## config.mk

```make
export PLATFORM = sky130hd
export DESIGN_NAME = intt_8point_engine
export DESIGN_NICKNAME = d
export VERILOG_FILES = /design/src/rtl/ntt_pkg.sv /design/src/rtl/intt_gs_butterfly.sv /design/src/rtl/intt_8point_engine.sv
export SDC_FILE = /design/constraint.sdc
export NUM_CORES = 2
export LEC_CHECK = 0
export BUFFER_PORTS_ARGS = -buffer_cell sky130_fd_sc_hd__buf_4
export CAP_MARGIN = 30
export CORE_ASPECT_RATIO = 1.75
export CORE_MARGIN = 2
export CORE_UTILIZATION = 64
export DETAILED_ROUTE_END_ITERATION = 16
export PLACE_DENSITY = 0.81
export SKIP_CTS_REPAIR_TIMING = 1
export SYNTH_ARGS = -nofsm -noshare
export SYNTH_HDL_FRONTEND = slang
export SYNTH_SLANG_ARGS = --single-unit
```

## constraint.sdc

```tcl
create_clock -name clk -period 51.9 [get_ports clk]
set_input_delay 5.19 -clock clk [delete_from_list [all_inputs] [get_ports clk]]
set_output_delay 5.19 -clock clk [all_outputs]
set_load 0.1 [all_outputs]
```

## src/rtl/ntt_pkg.sv

```systemverilog
// Shared widths, coefficient type and controller states for the 8-point inverse NTT engine.
package ntt_pkg;

   localparam int DATA_W = 8;
   localparam int N      = 8;
   localparam int LOG_N  = 3;
   localparam int N_TW   = N / 2;

   typedef logic [DATA_W-1:0] coeff_t;

   typedef enum logic [1:0] {
      IDLE  = 2'd0,
      BFLY  = 2'd1,
      SCALE = 2'd2,
      DONE  = 2'd3
   } state_t;

endpackage

```

## src/rtl/intt_gs_butterfly.sv

```systemverilog
// Combinational Gentleman-Sande butterfly: a' = a+b, b' = (a-b)*w, all reduced by mod.
module intt_gs_butterfly
   import ntt_pkg::*;
(
   input  logic [DATA_W-1:0] a,
   input  logic [DATA_W-1:0] b,
   input  logic [DATA_W-1:0] w,
   input  logic [DATA_W-1:0] mod,
   output logic [DATA_W-1:0] a_out,
   output logic [DATA_W-1:0] b_out
);

   logic [DATA_W:0]     sum;
   logic [DATA_W:0]     diff;
   logic [2*DATA_W:0]   prod;
   logic [DATA_W:0]     sum_red;
   logic [2*DATA_W:0]   prod_red;

   // Adding mod before subtracting keeps the difference non-negative in 9 bits.
   assign sum      = {1'b0, a} + {1'b0, b};
   assign diff     = {1'b0, a} + {1'b0, mod} - {1'b0, b};
   assign prod     = (2*DATA_W+1)'(diff) * (2*DATA_W+1)'(w);
   assign sum_red  = sum % {1'b0, mod};
   assign prod_red = prod % (2*DATA_W+1)'(mod);

   assign a_out = sum_red[DATA_W-1:0];
   assign b_out = prod_red[DATA_W-1:0];

endmodule

```

## src/rtl/intt_8point_engine.sv

```systemverilog
// 8-point inverse NTT: latches a bundle, runs 12 in-place GS butterflies, scales by n_inv,
// then holds the result until the consumer accepts it.
//
// state | meaning
// IDLE  | waiting for a bundle, in_ready high
// BFLY  | one butterfly per cycle, 3 stages x 4 pairs
// SCALE | one element multiplied by n_inv per cycle
// DONE  | result presented, waiting for out_ready
module intt_8point_engine
   import ntt_pkg::*;
(
   input  logic                          clk,
   input  logic                          rst,
   input  logic                          in_valid,
   output logic                          in_ready,
   input  logic [N-1:0][DATA_W-1:0]      data_in,
   input  logic [N_TW-1:0][DATA_W-1:0]   omegas_inv,
   input  logic [DATA_W-1:0]             n_inv,
   input  logic [DATA_W-1:0]             mod,
   output logic                          out_valid,
   input  logic                          out_ready,
   output logic [N-1:0][DATA_W-1:0]      data_out,
   output logic                          busy
);

   state_t                        state_q, state_d;
   logic [1:0]                    stage_q, pair_q;
   logic [LOG_N-1:0]              scale_idx_q;
   logic [N-1:0][DATA_W-1:0]      x_q;
   logic [N_TW-1:0][DATA_W-1:0]   om_q;
   logic [DATA_W-1:0]             n_inv_q, mod_q;
   logic                          out_valid_q;
   logic [N-1:0][DATA_W-1:0]      data_out_q;

   logic [LOG_N-1:0]              idx_a, idx_b;
   logic [DATA_W-1:0]             tw, bf_a_out, bf_b_out, scaled;
   logic [2*DATA_W-1:0]           scale_prod, scale_red;
   logic                          bfly_last, scale_last;

   assign bfly_last  = (stage_q == 2'd2) && (pair_q == 2'd3);
   assign scale_last = (scale_idx_q == LOG_N'(N-1));

   // Pair addressing: distance 4, then 2, then 1 between butterfly operands.
   always_comb begin
      idx_a = '0;
      idx_b = '0;
      tw    = om_q[0];
      case (stage_q)
         2'd0: begin
            idx_a = {1'b0, pair_q};
            idx_b = {1'b1, pair_q};
            tw    = om_q[pair_q];
         end
         2'd1: begin
            idx_a = {pair_q[1], 1'b0, pair_q[0]};
            idx_b = {pair_q[1], 1'b1, pair_q[0]};
            tw    = om_q[{pair_q[0], 1'b0}];
         end
         default: begin
            idx_a = {pair_q, 1'b0};
            idx_b = {pair_q, 1'b1};
            tw    = om_q[0];
         end
      endcase
   end

   intt_gs_butterfly u_bfly (
      .a     (x_q[idx_a]),
      .b     (x_q[idx_b]),
      .w     (tw),
      .mod   (mod_q),
      .a_out (bf_a_out),
      .b_out (bf_b_out)
   );

   assign scale_prod = (2*DATA_W)'(x_q[scale_idx_q]) * (2*DATA_W)'(n_inv_q);
   assign scale_red  = scale_prod % (2*DATA_W)'(mod_q);
   assign scaled     = scale_red[DATA_W-1:0];

   always_ff @(posedge clk or posedge rst) begin
      if (rst) state_q <= IDLE;
      else     state_q <= state_d;
   end

   always_comb begin
      state_d  = state_q;
      in_ready = 1'b0;
      busy     = 1'b0;
      case (state_q)
         IDLE: begin
            in_ready = 1'b1;
            if (in_valid) state_d = BFLY;
         end
         BFLY: begin
            busy = 1'b1;
            if (bfly_last) state_d = SCALE;
         end
         SCALE: begin
            busy = 1'b1;
            if (scale_last) state_d = DONE;
         end
         DONE: begin
            if (out_ready) state_d = IDLE;
         end
         default: state_d = IDLE;
      endcase
   end

   always_ff @(posedge clk or posedge rst) begin
      if (rst) begin
         stage_q     <= '0;
         pair_q      <= '0;
         scale_idx_q <= '0;
         x_q         <= '0;
         om_q        <= '0;
         n_inv_q     <= '0;
         mod_q       <= '0;
         out_valid_q <= 1'b0;
         data_out_q  <= '0;
      end else begin
         case (state_q)
            IDLE: begin
               if (in_valid) begin
                  x_q         <= data_in;
                  om_q        <= omegas_inv;
                  n_inv_q     <= n_inv;
                  mod_q       <= mod;
                  stage_q     <= '0;
                  pair_q      <= '0;
                  scale_idx_q <= '0;
               end
            end
            BFLY: begin
               x_q[idx_a] <= bf_a_out;
               x_q[idx_b] <= bf_b_out;
               pair_q     <= pair_q + 2'd1;
               if (bfly_last)           stage_q <= '0;
               else if (pair_q == 2'd3) stage_q <= stage_q + 2'd1;
            end
            SCALE: begin
               x_q[scale_idx_q] <= scaled;
               scale_idx_q      <= scale_idx_q + LOG_N'(1);
               // The last scaled element bypasses x_q so the result is complete on entry to DONE.
               if (scale_last) begin
                  out_valid_q        <= 1'b1;
                  data_out_q         <= x_q;
                  data_out_q[N-1]    <= scaled;
               end
            end
            DONE: begin
               if (out_ready) out_valid_q <= 1'b0;
            end
            default: ;
         endcase
      end
   end

   assign out_valid = out_valid_q;
   assign data_out  = data_out_q;

endmodule

```

==> metrics.md <==
| Metric | Value |
|---|---|
| Status | finished clean |
| Slowest cell on crit path | o31ai_2 |
| H-tree Lvls | 4 |
| Die Ht | between 200 and 300 um |
| Final setup fails | 0 |
| Syn avg cell area | 8.070 um^2 |
| # nets final | 4,482 |
| Period minus WS final | 45.95 ns |
| RSZ-0062 raised after global routing | no |
| Synth cell types | 125 |
| Post-Syn Area | 30,550 um^2 |
| Detail Placement HPWL | 88,620 um |
| Vias in the first global route | 31,910 |
| Xor and xnor area share after synthesis | 3.555% |
| Async S/R FF share, synth | 100.0% |
| Adder-cell share of the synthesized area | between 20% and 30% |
| Iteration-0 DRC count of the detailed router | 2,733 |
| CTS buffer count | 17 |
| Remaining DRCs | 0 |
| Gr usage total | roughly 48% |
| Main combinational cell family by area after synthesis | compound AO/OA/AOI/OAI gates |
| Clk_skew | 0.01889 ns |
| Initial antenna violation count | 11 |
| CP peak stage delay | 0.92 ns |
| Post-synth top area cell | dfrtp_1 |
| Cell mode on critical path | o21a_1 |
| Final Slew Violations | 0 |
| Worst-margin pin slew | between 1 and 1.5 ns |
| CP max FO | 24 |
| Max-Cap Viols | 0 |
| Crit path kind | reg2reg |
| Most used DFF post-synth | dfrtp_1 |
| Final hold vios | 0 |
| Clock Sinks | 186 |
| Initial Utilization | 64.35% |
| Count of boundary I/O pins | 183 |
| Synth Net Count | about 4,300 |
| Required time worst endpoint | 52.23 ns |
| Area Overhead vs Synth | 9.357% |
| Post-route cell area | 33,410 um^2 |
| CP arrival | 46.28 ns |
| Worst-path clk slew | 0.08 ns |
| Seq/Total Area, Yosys | between 15 and 20% |
| WL final | 118,000 um |
| First-pass GRT wire length | 180,400 um |
| Vias per cell | 7.102 |
| Max Root-Sink Buffers | 2 |
| Wire per inst | 26.02 um |
| Synth Instances | 3,786 |
| Final core utilization | between 70% and 80% |
| Layout cell share with drive strength beyond 1 | 14.74% |
| Placed Area | 32,650 um^2 |
| Global route total overflow | 0 |
| Worst-Skew Late Latency | 0.48 ns |
| Post-Synth Simple-Gate Area | between 10% and 20% |
| DIE AREA | around 50,000 um^2 |
| Placer's final routability congestion estimate | 1.123 |
| Core box area | 47,480 um^2 |
| I/O Buffers | 182 |
| Rows | 106 |
| Fmax | approximately 22 MHz |
| Syn. warnings | 0 |
| R2r setup slk | 5.95 ns |
| Post-synthesis mux area share | 8.342% |
| Relative slew slack | 27.48% |
| Die Wd | 169.2 um |
| Startpoint Class | register |
| Via Count | 32,220 |
| Post-route ant nets | 0 |
| Post-synth top area share | 15.23% |
| Final worst-path cycle share | 88.53% |
| Compound-cell area share of the yosys netlist | between 20 and 30% |
| #FFs+latches synth | 186 |
| Final setup TNS | 0 ns |
| CTS tree | yes |
| Final Hold Slack | between 0.4 and 0.5 ns |
| Pre-antenna DRT Iters | 9 |
| HP Class | reg2reg |
| Main area contributors after synthesis | dfrtp_1, ha_1, mux2_2 |
| Critical Path Sink Type | register |
| Largest net degree at the start of global routing | 116 |
| Clock Tree Root | clkbuf_16 |
| Post-synth EDFFs | 0 |
worst max-delay path: cells and delay by family (launching register included):
family	cells	cell delay (ns)
flip-flops	1	0.82
adder cells (fa/ha/maj)	24	8.31
AND/OR/NAND/NOR	47	10.29
AO/OA/AOI/OAI	96	22.89
multiplexers	5	1.68
buffers and inverters	9	1.19
XOR/XNOR	2	0.53
cell usage in the layout (no fill, tap or decap), types with 43 or more instances in the layout:
cell and count:
ha_1 355, o21ai_0 230, a221oi_1 43, nand3_1 47, mux2i_1 47, o31ai_1 61
a21o_1 74, o21a_1 153, dfrtp_1 186, fa_1 88, nor2_1 350, mux2_2 170
a211oi_1 48, nand2_1 280, nor2b_1 73, nor3_1 176, a21oi_1 216, xnor2_1 92
inv_1 194, nand2b_1 54, buf_4 245
flip-flops by register name (all words and copies together), names as in the netlist:
name / cells
mod_q: 8
data_out: 64
om_q: 32
x_q: 64
n_inv_q: 8
state_q: 2
scale_idx_q: 3
stage_q: 2
pair_q: 2
out_valid: 1
cell families (layout without fill, tap and decap cells):
family / Yosys count / in the layout
XOR/XNOR: 124 / 124
AO/OA/AOI/OAI: 1240 / 1240
buffers and inverters: 337 / 486
AND/OR/NAND/NOR: 1225 / 1225
flip-flops: 186 / 186
adder cells (fa/ha/maj): 447 / 447
multiplexers: 227 / 227
other: 0 / 7
per-layer routing:
layer,GRT usage (%),wire (um)
met1,46.97,38360
met2,77.96,54640
met3,15.36,10870
met4,46.09,14130
met5,0,32
Yosys cell counts (61+ instances only):
cell type,count
a21o_1,74
a21oi_1,216
clkbuf_1,116
dfrtp_1,186
fa_1,88
ha_1,356
inv_1,198
mux2_2,170
nand2_1,282
nor2_1,351
nor2b_1,73
nor3_1,178
o21a_1,153
o21ai_0,231
o31ai_1,61
xnor2_1,92
path summary, 6_finish.rpt:
| kind | from | endpoint | depth (start not counted) |
|---|---|---|---|
| setup / recovery | pair_q[1]$_DFFE_PP0P_ | x_q[15]$_DFFE_PP0P_ | 183 |
| hold reg to reg | data_out[56]$_DFFE_PP0P_ | data_out[56]$_DFFE_PP0P_ | 2 |
| max in group asynchronous | rst | data_out[4]$_DFFE_PP0P_ | 4 |
| hold / removal | data_out[56]$_DFFE_PP0P_ | data_out[56]$_DFFE_PP0P_ | 2 |
| min in group asynchronous | rst | om_q[13]$_DFFE_PP0P_ | 2 |
| setup reg to reg | pair_q[1]$_DFFE_PP0P_ | x_q[15]$_DFFE_PP0P_ | 183 |
area by class of cell:
type | instances | area [um^2]
Multi-Input combinational cell | 3263 | 24650
Fill cell | 3966 | 14070
Sequential cell | 186 | 4654
Timing Repair Buffer | 255 | 1942
Inverter | 199 | 754.5
Tap cell | 594 | 743.2
Clock buffer | 17 | 425.4
Clock inverter | 15 | 226.5
Antenna cell | 7 | 17.52
per-stage QoR:
| step | worst slack [ns] | std cells |
|---|---|---|
| 2_1_floorplan | 11.92 | 3786 |
| 3_3_place_gp | 8.220 | 4481 |
| 3_5_place_dp | 6.899 | 4488 |
| 4_1_cts | 6.717 | 4520 |
| 5_1_grt | 2.439 | 4530 |
| 6_report | 5.953 | 4536 |
Power is left out: the tool's default activity adds up to more than one toggle a clock period on the data nets, which glitch-free logic cannot reach.
